==> src/rtl/btn_conditioner_multi.sv <==
// btn_conditioner_multi
//   Conditions NUM_BTNS raw push-buttons through one shared millisecond prescaler.
//   Each channel has a 2-FF synchroniser, polarity fix, tick-based debounce, and a
//   hold FSM that produces long-press and auto-repeat strobes.
// Ports
//   clk          system clock, rising edge
//   rst_n        asynchronous active-low reset
//   btn_in       raw asynchronous button pins
//   btn_level    debounced level, 1 = pressed
//   btn_press    1-cycle strobe on debounced 0->1
//   btn_release  1-cycle strobe on debounced 1->0
//   btn_long     1-cycle strobe after LONG_PRESS_MS held
//   btn_repeat   1-cycle strobe every REPEAT_MS after btn_long while held
//
// Hold FSM states
//   state     | meaning
//   ST_IDLE   | debounced level is 0
//   ST_HELD   | pressed, counting ms towards the long-press threshold
//   ST_REPEAT | long press reported, counting ms between repeat strobes
module btn_conditioner_multi #(
   parameter int CLK_FREQ      = 100_000_000,
   parameter int NUM_BTNS      = 5,
   parameter int DEBOUNCE_MS   = 10,
   parameter int LONG_PRESS_MS = 500,
   parameter int REPEAT_MS     = 100,
   parameter bit ACTIVE_LOW    = 1'b0
) (
   input  logic                clk,
   input  logic                rst_n,
   input  logic [NUM_BTNS-1:0] btn_in,
   output logic [NUM_BTNS-1:0] btn_level,
   output logic [NUM_BTNS-1:0] btn_press,
   output logic [NUM_BTNS-1:0] btn_release,
   output logic [NUM_BTNS-1:0] btn_long,
   output logic [NUM_BTNS-1:0] btn_repeat
);

   localparam int TICK_DIV = CLK_FREQ / 1000;
   localparam int TW       = (TICK_DIV > 1) ? $clog2(TICK_DIV) : 1;
   localparam int DW       = $clog2(DEBOUNCE_MS + 1);
   localparam int HMAX     = (LONG_PRESS_MS > REPEAT_MS) ? LONG_PRESS_MS : REPEAT_MS;
   localparam int HW       = $clog2(HMAX + 1);

   localparam logic [TW-1:0] TICK_LAST = TW'(TICK_DIV - 1);
   localparam logic [DW-1:0] DB_LAST   = DW'(DEBOUNCE_MS - 1);
   localparam logic [HW-1:0] LP_LAST   = HW'(LONG_PRESS_MS - 1);
   localparam logic [HW-1:0] RP_LAST   = HW'(REPEAT_MS - 1);
   localparam bit            RP_ON     = (REPEAT_MS != 0);

   localparam logic [NUM_BTNS-1:0] INACTIVE = ACTIVE_LOW ? '1 : '0;

   localparam logic [1:0] ST_IDLE   = 2'd0;
   localparam logic [1:0] ST_HELD   = 2'd1;
   localparam logic [1:0] ST_REPEAT = 2'd2;

   logic [TW-1:0]       tick_cnt;
   logic                tick;
   logic [NUM_BTNS-1:0] s0;
   logic [NUM_BTNS-1:0] s1;
   logic [NUM_BTNS-1:0] synced;
   logic [NUM_BTNS-1:0] stable_v;
   logic [NUM_BTNS-1:0] long_v;
   logic [NUM_BTNS-1:0] rep_v;

   assign tick = (tick_cnt == TICK_LAST);

   always_ff @(posedge clk or negedge rst_n) begin
      if (!rst_n) begin
         tick_cnt <= '0;
      end else if (tick) begin
         tick_cnt <= '0;
      end else begin
         tick_cnt <= tick_cnt + 1'b1;
      end
   end

   // Sync FFs start at the idle pin level so reset never looks like a press.
   always_ff @(posedge clk or negedge rst_n) begin
      if (!rst_n) begin
         s0 <= INACTIVE;
         s1 <= INACTIVE;
      end else begin
         s0 <= btn_in;
         s1 <= s0;
      end
   end

   assign synced = s1 ^ INACTIVE;

   for (genvar g = 0; g < NUM_BTNS; g++) begin : g_ch
      logic [DW-1:0] db_cnt;
      logic          stable;
      logic          mism;
      logic          rise;
      logic          fall;
      logic [1:0]    state;
      logic [HW-1:0] hold_cnt;
      logic          long_ev;
      logic          rep_ev;
      logic          long_q;
      logic          rep_q;

      assign mism = synced[g] ^ stable;

      // Flip events are decoded one edge early so the FSM sees a release on the
      // same tick as a threshold and can suppress that strobe.
      always_comb begin
         rise = 1'b0;
         fall = 1'b0;
         if (tick && mism && (db_cnt == DB_LAST)) begin
            rise = synced[g];
            fall = ~synced[g];
         end
      end

      always_ff @(posedge clk or negedge rst_n) begin
         if (!rst_n) begin
            db_cnt <= '0;
            stable <= 1'b0;
         end else if (!mism) begin
            db_cnt <= '0;
         end else if (tick) begin
            if (db_cnt == DB_LAST) begin
               stable <= synced[g];
               db_cnt <= '0;
            end else begin
               db_cnt <= db_cnt + 1'b1;
            end
         end
      end

      always_comb begin
         long_ev = 1'b0;
         rep_ev  = 1'b0;
         if (tick && !fall) begin
            if ((state == ST_HELD) && (hold_cnt == LP_LAST))
               long_ev = 1'b1;
            if (RP_ON && (state == ST_REPEAT) && (hold_cnt == RP_LAST))
               rep_ev = 1'b1;
         end
      end

      always_ff @(posedge clk or negedge rst_n) begin
         if (!rst_n) begin
            state    <= ST_IDLE;
            hold_cnt <= '0;
            long_q   <= 1'b0;
            rep_q    <= 1'b0;
         end else begin
            long_q <= long_ev;
            rep_q  <= rep_ev;
            if (fall) begin
               state    <= ST_IDLE;
               hold_cnt <= '0;
            end else begin
               case (state)
                  ST_IDLE: begin
                     if (rise) begin
                        state    <= ST_HELD;
                        hold_cnt <= '0;
                     end
                  end
                  ST_HELD: begin
                     if (long_ev) begin
                        state    <= ST_REPEAT;
                        hold_cnt <= '0;
                     end else if (tick) begin
                        hold_cnt <= hold_cnt + 1'b1;
                     end
                  end
                  ST_REPEAT: begin
                     if (rep_ev) begin
                        hold_cnt <= '0;
                     end else if (tick && RP_ON) begin
                        hold_cnt <= hold_cnt + 1'b1;
                     end
                  end
                  default: begin
                     state    <= ST_IDLE;
                     hold_cnt <= '0;
                  end
               endcase
            end
         end
      end

      assign stable_v[g] = stable;
      assign long_v[g]   = long_q;
      assign rep_v[g]    = rep_q;
   end

   // All strobes leave one cycle after the internal event, aligned with btn_level.
   always_ff @(posedge clk or negedge rst_n) begin
      if (!rst_n) begin
         btn_level   <= '0;
         btn_press   <= '0;
         btn_release <= '0;
         btn_long    <= '0;
         btn_repeat  <= '0;
      end else begin
         btn_level   <= stable_v;
         btn_press   <= stable_v & ~btn_level;
         btn_release <= ~stable_v & btn_level;
         btn_long    <= long_v;
         btn_repeat  <= rep_v;
      end
   end

endmodule

==> config.mk <==
export PLATFORM = sky130hd
export DESIGN_NAME = btn_conditioner_multi
export DESIGN_NICKNAME = d
export VERILOG_FILES = /design/src/rtl/btn_conditioner_multi.sv
export SDC_FILE = /design/constraint.sdc
export NUM_CORES = 1
export LEC_CHECK = 0
export BUFFER_PORTS_ARGS = -buffer_cell sky130_fd_sc_hd__buf_2
export CAP_MARGIN = 20
export CORE_ASPECT_RATIO = 0.9
export CORE_MARGIN = 2
export CORE_UTILIZATION = 60
export CTS_CLUSTER_DIAMETER = 60
export CTS_CLUSTER_SIZE = 28
export DETAILED_ROUTE_END_ITERATION = 8
export GPL_TIMING_DRIVEN = 0
export PLACE_DENSITY = 0.74
export SYNTH_ARGS = -nofsm -noshare
export SYNTH_HDL_FRONTEND = slang
export SYNTH_SLANG_ARGS = --single-unit
==> constraint.sdc <==
create_clock -name clk -period 4.45 [get_ports clk]
set_clock_uncertainty 0.05 [all_clocks]
set_input_delay 0.89 -clock clk [delete_from_list [all_inputs] [get_ports clk]]
set_output_delay 0.89 -clock clk [all_outputs]
set_load 0.01 [all_outputs]
Word level (Yosys, flattened, before mapping)
Index checks and enable logic that the tools add are counted.
- register bits: 142
- bits of input ports: 7
- word-level logic and storage cells: 250
- add/sub/neg operators: 11
- equality and inequality tests: 46
- muxes and demuxes: 96
- bitwise logic cells: 14
- reductions and logical operators: 45
- operators with widths (kind ; number):
    2-to-1 mux 9 bit ; 25
    one-hot mux 9 bit (3 select lines) ; 5
    2-to-1 mux 4 bit ; 15
    adder 9 x 1 -> 9 bit (second input constant) ; 5
    equality test 9 x 7 -> 1 bit (second input constant) ; 5
    equality test 9 bit (second input constant) ; 5
    2-to-1 mux 1 bit ; 30
    2-to-1 mux 2 bit ; 15
    != test 3 bit (second input constant) ; 10
    one-hot mux 2 bit (3 select lines) ; 5
    AND reduction 3 bit ; 10
    logical AND 1 bit ; 25
    adder 4 x 1 -> 4 bit (second input constant) ; 5
    equality test 4 bit (second input constant) ; 5
    != test 2 bit (second input constant) ; 10
    adder 17 x 1 -> 17 bit (second input constant) ; 1
    equality test 17 bit (second input constant) ; 1
    2-to-1 mux 17 bit ; 1
    bitwise AND 5 bit ; 2
    equality test 2 x 1 -> 1 bit (second input constant) ; 5
    equality test 2 bit (second input constant) ; 5
    zero test 2 bit ; 5
    NOT 5 bit ; 2
    zero test 1 bit ; 5
    other kinds (2) ; 10

Longest topological paths before layout
Gate-level depths: netlist of the first run.
- word-level depth: 10
- mapped depth: 10

Least setup slack after synthesis of the first run
No wires, ideal clock.
- kind: register to register
- start point: register tick_cnt[0]
- end point: register g_ch[0].db_cnt[3]
- arrival time: 2230 ps
- data required time: 4281 ps
- slack: 2051 ps
- stages on the path, launching flop included: 10
- path buffers: 4
- period minus slack after synthesis: 2399 ps
- cell sequence: dfrtp_1 > ha_1 > and4_1 > nand4_1 > buf_2 > clkbuf_1 > clkbuf_1 > clkbuf_1 > nor2_1 > o21a_1
- longest elaborated chain between the ends: 2
- RTL lines (what ; RTL line ; text):
    start, declared ; 56 ; logic [TW-1:0] tick_cnt;
    start signal, assigned ; 73 ; tick_cnt <= tick_cnt + 1'b1;
    equality test 17 bit ; 65 ; assign tick = (tick_cnt == TICK_LAST);
    != test 2 bit (no source line) ; n/a ;
    end signal, assigned ; 127 ; db_cnt <= db_cnt + 1'b1;
    end, declared ; 91 ; logic [DW-1:0] db_cnt;
No other way between the ends.
A chain may end at the register's enable or synchronous reset.

Worst setup path in the final report of the first run
- start point: register tick_cnt[0]
- end point: register g_ch[4].state[1]
- longest elaborated chain between the ends: 9
- elaborated cells between the ends (all ways): 13
- RTL lines (what ; RTL line ; text):
    equality test 17 bit (*) ; 65 ;
    logical AND 1 bit (2 in a row) ; 110 ; if (tick && mism && (db_cnt == DB_LAST)) begin
    2-to-1 mux 1 bit ; 110 ;
    zero test 1 bit ; 135 ; if (tick && !fall) begin
    logical AND 1 bit ; 135 ;
    2-to-1 mux 1 bit ; 135 ;
    != test 3 bit (no source line) ; n/a ;
    AND reduction 3 bit (no source line) ; n/a ;
    end signal, assigned ; 145 ; state <= ST_IDLE;
    end signal, assigned ; 153 ; state <= ST_IDLE;
    end signal, assigned ; 159 ; state <= ST_HELD;
    end, declared ; 96 ; logic [1:0] state;
Mark *: on every way between the ends. The rest lies on a longest branch, timed or not.

==> impl.org, run 1 <==
** Run status
- Outcome :: finished, final reports clean

** Place
- At the end of routability-driven placement, the weighted congestion stood at 0.8648.
- Setup slack after placement :: 0.6868 ns
- Detailed placement finished with a half-perimeter wire length of 10780 um.
- Once placement finished, the instance area stood at 7589 um2.
- Port-buffer cells :: 31
- The number of placed instances, taps included, is 916.

** Clock network
- Buffers inserted during clock tree synthesis total 17.
- Clock-pin slew was measured on the worst setup and hold paths at 0.05 ns.
- Number of sinks on the clock net :: 142
- TritonCTS built the clock tree.
- Buffer cell driving the clock tree root :: sky130_fd_sc_hd__clkbuf_16
- After clock tree synthesis, the repair step resized 0 gates.
- In this run, post-CTS hold repair placed 0 buffers.
- The clock tree synthesis step divided the H-tree into 4 levels.
- Post-CTS setup-driven buffer insertion count :: 0
- In this run the deepest clock path goes through 2 buffers.
- Clk_lat worst skew :: 0.43 ns

** Synthesis
- The synthesized design contains 0 enable-type register cells.
- Fraction of registers with async set or reset after synthesis :: 1.000
- The share of the Yosys chip area taken by registers is 0.4932.
- Post-Synth XOR/XNOR Area :: 0.02431
- After synthesis, the largest family of logic cells by area is simple AND/OR/NAND/NOR gates.
- Synth top area share :: 0.4932
- Syn nets :: 775
- Complex-gate fraction of the synthesized area :: 0.1542
- Of the total synthesized cell area, the portion taken by AND, OR, NAND and NOR gates is 0.2181.
- The number of different library cells used by synthesis comes to 50.
- Number of warnings printed during yosys synthesis :: 0
- Predominant post-synthesis flop cell :: sky130_fd_sc_hd__dfrtp_1
- sky130_fd_sc_hd__dfrtp_1 takes more of the synthesized area than any other cell.
- Summing every instance area after synthesis gives 7204 um2.
- Of the post-synthesis cell area, the part taken by muxes is 0.01250.
- Cells after Synth :: 728
- Of the total synthesized cell area, the portion taken by full adders, half adders and majority gates is 0.06947.
- Register bit total from synthesis :: 142
- Average footprint of a synthesized cell :: 9.896 um2
- In the post-synthesis netlist, the biggest area contributors are sky130_fd_sc_hd__dfrtp_1 49%, sky130_fd_sc_hd__ha_1 6.9%, sky130_fd_sc_hd__nor2_1 3.7%, sky130_fd_sc_hd__o31ai_1 3.6%, sky130_fd_sc_hd__nand2_1 3.1%.

** Die
- Total core area :: 11570 um2
- Effective utilization at floorplan :: 0.6225
- From bottom edge to top edge, the die measures 108.0 um.
- In this run the horizontal extent of the chip is 119.5 um.
- Io pins :: 32
- Row generation in the floorplan step produced 37 rows.
- Total die area :: 12900 um2

** Worst setup path
- Sort of element at the end of the critical path :: flip-flop
- The worst setup path is launched from a flip-flop.
- CP Cell Sequence :: ha_1, and4_1, nand4_1, buf_2, clkbuf_1, clkbuf_1, clkbuf_1, nor2_1, nor3_1
- The worst setup path is of the flip-flop to flip-flop kind.
- The cell that appears most often on the critical path is sky130_fd_sc_hd__clkbuf_1.
- Buf+Inv Stages, Crit Path :: 4
- Worst r2r path cells :: 9
- Critical Path Max Stage Delay :: 0.62 ns
- Data arrives at the worst endpoint at 4.16 ns.
- Among cell families on the critical path, the largest total delay comes from buffers and inverters.
- Slowest cell on the critical path :: sky130_fd_sc_hd__clkbuf_1
- For the worst setup path, the data required time is 4.74 ns.
- Crit path depth :: 9
- Along the worst path, the maximum fanout reaches 10.

** Global route
- Remaining global-route overflow :: 0
- Combined global-route utilization of all metal layers :: 0.2707
- Wire length of the first global-routing pass :: 27040 um
- The number of global-route vias before repair was 5688.
- Pin count of the biggest net entering global routing :: 103
- The number of antenna violations at the first check in global routing was 0.

** Timing
- Ratio of final minimum period to clock period :: 0.8690
- The number of hold violations in the final report was 0.
- Unrepaired setup endpoints after global routing :: no
- Final period demand of the worst path :: 3.867 ns
- In the final timing run, aggregate negative setup slack is 0 ns.
- Hold timing on the final database bottoms out at a slack of 0.2956 ns.
- Setup violations remaining at the end of the flow were counted as 0.
- Tightest Pin Transition :: 0.8668 ns
- Static timing analysis puts the maximum clock frequency at 0.2586 GHz.
- The worst path meets setup with 0.5830 ns of slack.
- The number of slew-limit violations in the final report came to 0.
- In this run the tightest slew margin relative to its limit is 0.4173.

** Drt
- Overall via count from detail_route :: 5792
- Routed WL per cell :: 17.08 um
- In the routed design, unresolved DRC markers number 0.
- Antenna-violating nets left :: 0
- Per-cell via count in the routed design :: 6.116
- The detailed router finished its first iteration with 492 violations.
- Final routed wirelength across all metal layers :: 16170 um
- For this run, the detailed router's first-pass iteration total came to 5.

** Hold path
- The path class of the tightest hold or removal check is flip-flop to flip-flop.
- Number of stages on the worst hold path :: 0

** Final layout
- Area added between synthesis and finish :: 13.56%
- Inserted Diodes :: 0
- Fin nets :: 826
- Filler instances :: 889
- At the end of the flow the core is filled with cells to 0.7069.
- Share of post-route cells with drive strength above 1 :: 0.1024
- Post-route cell area :: 8182 um2
- The count of cells in the finished layout, fillers not included, comes to 947.

** Power
- VDD sags by at most 0.0002958 V.
- The completed layout was analyzed and its total power is 2.764 mW.
- Power density over cell area :: 337.8 nW/um2
- Summed over all cells, the static leakage comes to 3.602 nW.

** Job
- Number of max-cap violations :: 0
## final timing paths
path / from / endpoint / slack [ns]
max in group asynchronous: rst_n / g_ch[4].hold_cnt[4]$_DFFE_PN0P_ / 3.23
min: g_ch[3].rep_q$_DFF_PN0_ / btn_repeat[3]$_DFF_PN0_ / 0.30
min in group asynchronous: rst_n / btn_press[1]$_DFF_PN0_ / 0.32
min reg2reg: g_ch[3].rep_q$_DFF_PN0_ / btn_repeat[3]$_DFF_PN0_ / 0.30
max: tick_cnt[0]$_DFF_PN0_ / g_ch[4].state[1]$_DFFE_PN0P_ / 0.58
max reg2reg: tick_cnt[0]$_DFF_PN0_ / g_ch[4].state[1]$_DFFE_PN0P_ / 0.58
## state kept, by name, summed over array words and instances (netlist names), 10 cells and up
signal         count
g_ch.db_cnt       20
g_ch.state        10
g_ch.hold_cnt     45
tick_cnt          17
## per-layer routing
| metal | vias up | part of all wire | wire length (um) | global-route usage |
|---|---|---|---|---|
| met1 | 2825 | 0.44 | 7062 | 0.3467 |
| met3 | 39 | 0.060 | 974 | 0.08492 |
| met2 | 173 | 0.48 | 7713 | 0.4261 |
| li1 | 2755 | - | - | - |
| met4 | 0 | 0.026 | 420 | 0.1235 |
| met5 | - | 0 | 0 | 0 |
## cell usage in the layout (no fill, tap or decap), types with 10 or more instances in the layout
cell type,count
sky130_fd_sc_hd__buf_2,36
sky130_fd_sc_hd__a21o_1,13
sky130_fd_sc_hd__nor3_1,30
sky130_fd_sc_hd__nand4_1,14
sky130_fd_sc_hd__or2_2,10
sky130_fd_sc_hd__ha_1,40
sky130_fd_sc_hd__clkbuf_1,13
sky130_fd_sc_hd__and3_1,12
sky130_fd_sc_hd__nand3_1,36
sky130_fd_sc_hd__and2_1,17
sky130_fd_sc_hd__a21oi_1,29
sky130_fd_sc_hd__o21ai_0,28
sky130_fd_sc_hd__a31oi_1,13
sky130_fd_sc_hd__clkbuf_16,17
sky130_fd_sc_hd__xnor2_1,12
sky130_fd_sc_hd__o31ai_1,35
sky130_fd_sc_hd__dfrtp_1,142
sky130_fd_sc_hd__nor2_1,71
sky130_fd_sc_hd__inv_1,37
sky130_fd_sc_hd__nand2_1,60
## cell families after synthesis
kind of cell | count (synthesis)
simple gates | 302
mux | 9
compound gates | 163
buf+inv | 52
xor+xnor | 20
fa+ha+maj | 40
flops | 142
## cell type report
class                           instances  area [um2]  share of cell area
Clock inverter                          6       107.6             0.01315
Multi-Input combinational cell        534        3448              0.4215
Buffer                                 15       63.81            0.007799
Clock buffer                           25       485.5             0.05934
Tap cell                              156       195.2             0.02386
Sequential cell                       142        3553              0.4343
Timing Repair Buffer                   32       188.9             0.02309
Inverter                               37       138.9             0.01698
## Yosys cell counts, types with 4 or more instances
master / number
sky130_fd_sc_hd__a31oi_1: 13
sky130_fd_sc_hd__nand3b_1: 5
sky130_fd_sc_hd__dfrtp_1: 142
sky130_fd_sc_hd__mux2i_1: 9
sky130_fd_sc_hd__a21oi_1: 29
sky130_fd_sc_hd__xnor2_1: 12
sky130_fd_sc_hd__nand4_1: 14
sky130_fd_sc_hd__xor2_1: 8
sky130_fd_sc_hd__inv_1: 37
sky130_fd_sc_hd__o21ai_0: 28
sky130_fd_sc_hd__and3_1: 12
sky130_fd_sc_hd__ha_1: 40
sky130_fd_sc_hd__nand2_1: 60
sky130_fd_sc_hd__nor4b_1: 7
sky130_fd_sc_hd__a22o_1: 9
sky130_fd_sc_hd__nor3b_2: 4
sky130_fd_sc_hd__buf_2: 6
sky130_fd_sc_hd__nor3_1: 30
sky130_fd_sc_hd__o211ai_1: 8
sky130_fd_sc_hd__or3_1: 4
sky130_fd_sc_hd__o31a_1: 5
sky130_fd_sc_hd__nor4_1: 6
sky130_fd_sc_hd__a32o_1: 4
sky130_fd_sc_hd__or2_2: 10
sky130_fd_sc_hd__nor2b_1: 9
sky130_fd_sc_hd__nand3_1: 36
sky130_fd_sc_hd__and2_1: 17
sky130_fd_sc_hd__o31ai_1: 35
sky130_fd_sc_hd__a21o_1: 13
sky130_fd_sc_hd__a41oi_1: 4
sky130_fd_sc_hd__or4_1: 5
sky130_fd_sc_hd__nor2_1: 71
sky130_fd_sc_hd__clkbuf_1: 8
## worst reg2reg max path: cells and delay by family, from the launching register on
| family | cells | cell delay [ns] |
|---|---|---|
| buffers and inverters | 4 | 2.05 |
| flip-flops | 1 | 0.40 |
| AND/OR/NAND/NOR | 4 | 1.02 |
| adder cells (fa/ha/maj) | 1 | 0.26 |
## power by group
group | switching, mW | internal [mW]
Clock | 0.508 | 0.920
Combinational | 0.0289 | 0.00699
Sequential | 0.00312 | 1.30
(Power assumes the default switching activity.)
==> inputs of run 2 (changes only) <==
ABC_AREA = 1   (was unset)
clock period = 3.75 ns   (was 4.45 ns; I/O delays follow)
==> impl.org, run 2 <==
** Run status
- Outcome :: finished, final reports clean

** Synthesis
- Average footprint of a synthesized cell :: 8.569 um2
- Top cells by instance count after synthesis :: 183 x sky130_fd_sc_hd__nand2_1, 142 x sky130_fd_sc_hd__dfrtp_1, 123 x sky130_fd_sc_hd__inv_1
- Counting every net in the synthesized netlist gives 938.
- Post-synthesis cell type count :: 45
- Register bit total from synthesis :: 142
- Seq/Total Area, Yosys :: 0.4654
- Synthesized cell area :: 7635 um2
- During synthesis, Yosys emitted a total of 0 warnings.
- Largest cells by area after synthesis :: sky130_fd_sc_hd__dfrtp_1 47%, sky130_fd_sc_hd__nand2_1 9.0%, sky130_fd_sc_hd__ha_1 6.6%, sky130_fd_sc_hd__inv_1 6.0%, sky130_fd_sc_hd__nor2_1 4.0%
- Yosys mapped a number of flops with a built-in enable equal to 0.
- Cell taking the most area after synthesis :: sky130_fd_sc_hd__dfrtp_1
- Synthesis handed over a netlist of 891 instances.
- Predominant post-synthesis flop cell :: sky130_fd_sc_hd__dfrtp_1
- In the synthesized netlist the async set-or-reset flop fraction comes to 1.000.
- Among all cell types in the netlist, the one instantiated most often is sky130_fd_sc_hd__nand2_1.
- The share of synthesized area in the top cell type comes to 0.4654.

** Global route
- Remaining global-route overflow :: 0
- met2 is the most crowded layer.
- Across every metal layer, demand over resource in global routing totals 0.2412.
- Met1 track utilization from global routing :: 0.3356
- For met2 alone, demand over resource in global routing was 0.3764.
- The number of antenna violations at the first check in global routing came to 0.
- Number of global-route vias before repair :: 5613
- In the global route stage, met3 resource usage came out at 0.05195.
- Entering global routing, the biggest net connects 82 pins.
- The first global-routing pass estimated 26030 um of wire.

** Timing
- The worst pin sits at a relative slew slack of 0.5545.
- Count of endpoints failing setup in the final report :: 0
- Number of pins with negative max-slew slack in the final report :: 0
- Ratio of final minimum period to clock period :: 0.6078
- Fin Setup TNS :: 0 ns
- At the pin with the least slew margin, the transition time is 0.6682 ns.
- Setup repair after global routing left no endpoint under its margin.
- Static timing analysis puts the maximum clock frequency at 0.4388 GHz.
- Hold slack :: 0.2396 ns
- Final Hold Fails :: 0
- After layout, the minimum clock period comes to 2.279 ns.

** Worst setup path
- The critical path starts at tick_cnt[0]$_DFF_PN0_.
- The worst setup path is captured at a flip-flop.
- Data on the critical path arrives at its endpoint at 2.57 ns.
- Highest net fanout along the worst path :: 10
- The critical path is of the flip-flop to flip-flop type.
- Reg-to-reg startpoint :: tick_cnt[0]$_DFF_PN0_
- The worst setup path is launched from a flip-flop.
- Crit path required time :: 4.04 ns

** Power
- Across the VDD grid, the largest voltage drop is 0.0005630 V.
- The share of total power dissipated in combinational logic is 0.012.
- Summed over all cells, the static leakage comes to 4.120 nW.
- Internal power comes to 2.902 mW.
- In this run the power spent charging and discharging nets is 0.7039 mW.
- Of the total power, the share spent switching nets is 0.1952.
- Total Power Consumption :: 3.606 mW
- Power density over cell area :: 412.6 nW/um2
- Reg power frac :: 0.428
- Part of the power in the clock network :: 0.560

** Drt
- First-pass detailed-route iteration total :: 5
- The detailed router finished its first iteration with 411 violations.
- Overall via count from detail_route :: 5820
- Summed over all layers, the routed wires come to 14960 um.
- After detailed routing, the average wire length per cell comes to 13.37 um.
- Dividing the detail-routed via count by the number of cells gives 5.201.
- The detail route stage leaves a number of antenna-violating nets equal to 0.
- DRC violations left :: 0

** Place
- Weighted congestion reported at the end of routability-driven placement :: 0.8862
- The HPWL after detailed placement is 10200 um.
- The number of placed instances, taps included, is 1087.
- The count of buffers added on input and output ports is 31.

** Clock network
- Clock-pin slew was measured on the worst setup and hold paths at 0.06 ns.
- The tree is rooted in a sky130_fd_sc_hd__clkbuf_16.
- CTS H-tree lvls :: 4
- At the later pin of the worst-skew pair, clock insertion delay measures 0.43 ns.
- Clock tree from TritonCTS :: yes
- TritonCTS Buffers :: 17
- Resize count post-CTS :: 0
- For this design, the CTS-stage hold fixing added 0 buffers.
- Post-CTS setup-driven buffer insertion count :: 0
- Maximum clock path buffer count :: 2
- Clock tree synthesis found a total of 142 sinks.

** Final layout
- Share of post-route cells with drive strength above 1 :: 0.1309
- Highest-count cells in the layout ignoring fill and taps :: 183 x sky130_fd_sc_hd__nand2_1, 142 x sky130_fd_sc_hd__dfrtp_1, 123 x sky130_fd_sc_hd__inv_1, 82 x sky130_fd_sc_hd__nor2_1, 55 x sky130_fd_sc_hd__nand3_1
- After the last flow step, the layout net total stands at 989.
- Max FFs per register :: 45
- Final cell count without fillers :: 1119
- Largest registers :: g_ch.hold_cnt: 45 flops, g_ch.db_cnt: 20 flops, tick_cnt: 17 flops
- Register bank with the most flops :: g_ch.hold_cnt
- Once layout is complete, the utilization of the core stands at 0.6968.
- Leading cell type in the layout, fill and taps excluded :: sky130_fd_sc_hd__nand2_1
- Inserted Diodes :: 0
- Compared with the post-synthesis result, the final layout area differs by 14.45%.

** Die
- Horizontal die dimension :: 122.9 um
- Number of rows created at floorplan :: 39
- Chip height :: 111.0 um
- The die covers 13640 um2.
- In this run the standard cell core region covers 12540 um2.
- Effective utilization at floorplan :: 0.6088
- Io pins :: 32

** Hold path
- In this run the worst hold path is classified as input pin to async pin.

** Job
- Number of max-cap violations :: 0
==> run 2: cell types whose count changed in the layout (fill, tap and decap cells not counted), moves of 13 or more <==
cell,delta
sky130_fd_sc_hd__nand2_1,+123
sky130_fd_sc_hd__nand3_1,+19
sky130_fd_sc_hd__a21oi_1,-20
sky130_fd_sc_hd__and2_1,-17
sky130_fd_sc_hd__inv_1,+86
sky130_fd_sc_hd__xor2_1,+19
sky130_fd_sc_hd__o21ai_1,+24
sky130_fd_sc_hd__o31ai_1,-32
sky130_fd_sc_hd__a21o_1,-13
sky130_fd_sc_hd__o21ai_0,+18
==> run 2: cells by family after synthesis <==
family | share of synthesized area
muxes | 0.003933
DFF | 0.4654
AOI/OAI and AO/OA | 0.09456
buffers and inverters | 0.07194
adders and majority gates | 0.06555
and+or+nand+nor | 0.2493
xor gates and xnor gates | 0.04933
==> run 2: layout make-up <==
class | instances | area, um2
Tap cell | 164 | 205.2
Clock buffer | 19 | 452.9
Fill cell | 981 | 3802
Inverter | 132 | 495.5
Timing Repair Buffer | 32 | 188.9
Sequential cell | 142 | 3553
Buffer | 7 | 53.80
Multi-Input combinational cell | 610 | 3532
Clock inverter | 13 | 256.5
==> run 2: worst paths after layout <==
check	end	slack [ns]	cells after the start
worst max-delay path	g_ch[0].db_cnt[1]$_DFFE_PN0P_	1.47	9
worst min-delay path	g_ch[4].state[0]$_DFFE_PN0P_	0.24	1
worst max register to register	g_ch[0].db_cnt[1]$_DFFE_PN0P_	1.47	9
worst min register to register	btn_repeat[2]$_DFF_PN0_	0.29	0
max in group asynchronous	g_ch[1].state[0]$_DFFE_PN0P_	2.65	2
min in group clk	btn_repeat[2]$_DFF_PN0_	0.29	0
==> run 2: power by group through the flow <==
| stage | Combinational [mW] | Sequential, mW | Clock [mW] |
|---|---|---|---|
| after detailed placement | 0.0477 | 1.57 | 0 |
| after CTS | 0.0478 | 1.54 | 2.05 |
| final | 0.0449 | 1.54 | 2.02 |
| after global routing | 0.0540 | 1.54 | 2.12 |
| after global placement | 0.0432 | 1.57 | 0 |
| after floorplan | 0.00876 | 1.57 | 0 |
==> run 2: worst max-delay path: stages, from the launching register on <==
cell	delay, ns
sky130_fd_sc_hd__dfrtp_1	0.37
sky130_fd_sc_hd__ha_1	0.21
sky130_fd_sc_hd__nand3_2	0.16
sky130_fd_sc_hd__inv_2	0.14
sky130_fd_sc_hd__nand3_2	0.14
sky130_fd_sc_hd__nor2_8	0.20
sky130_fd_sc_hd__buf_6	0.20
sky130_fd_sc_hd__buf_2	0.31
sky130_fd_sc_hd__nand3_1	0.19
sky130_fd_sc_hd__o21ai_0	0.21
==> run 2: routing by layer <==
metal  routed length (um)  up-vias
met1                 7185     2685
met2                 6836      119
met3                  686       22
met5                    0        -
li1                     -     2994
met4                  250        0
==> run 2: stage by stage <==
step	instance area (um2)	worst slack, ns
after global placement	7995	-0.08533
after global routing	8738	1.288
after floorplan	7635	1.868
after detailed placement	8029	1.456
final	8738	1.471
after CTS	8738	1.431
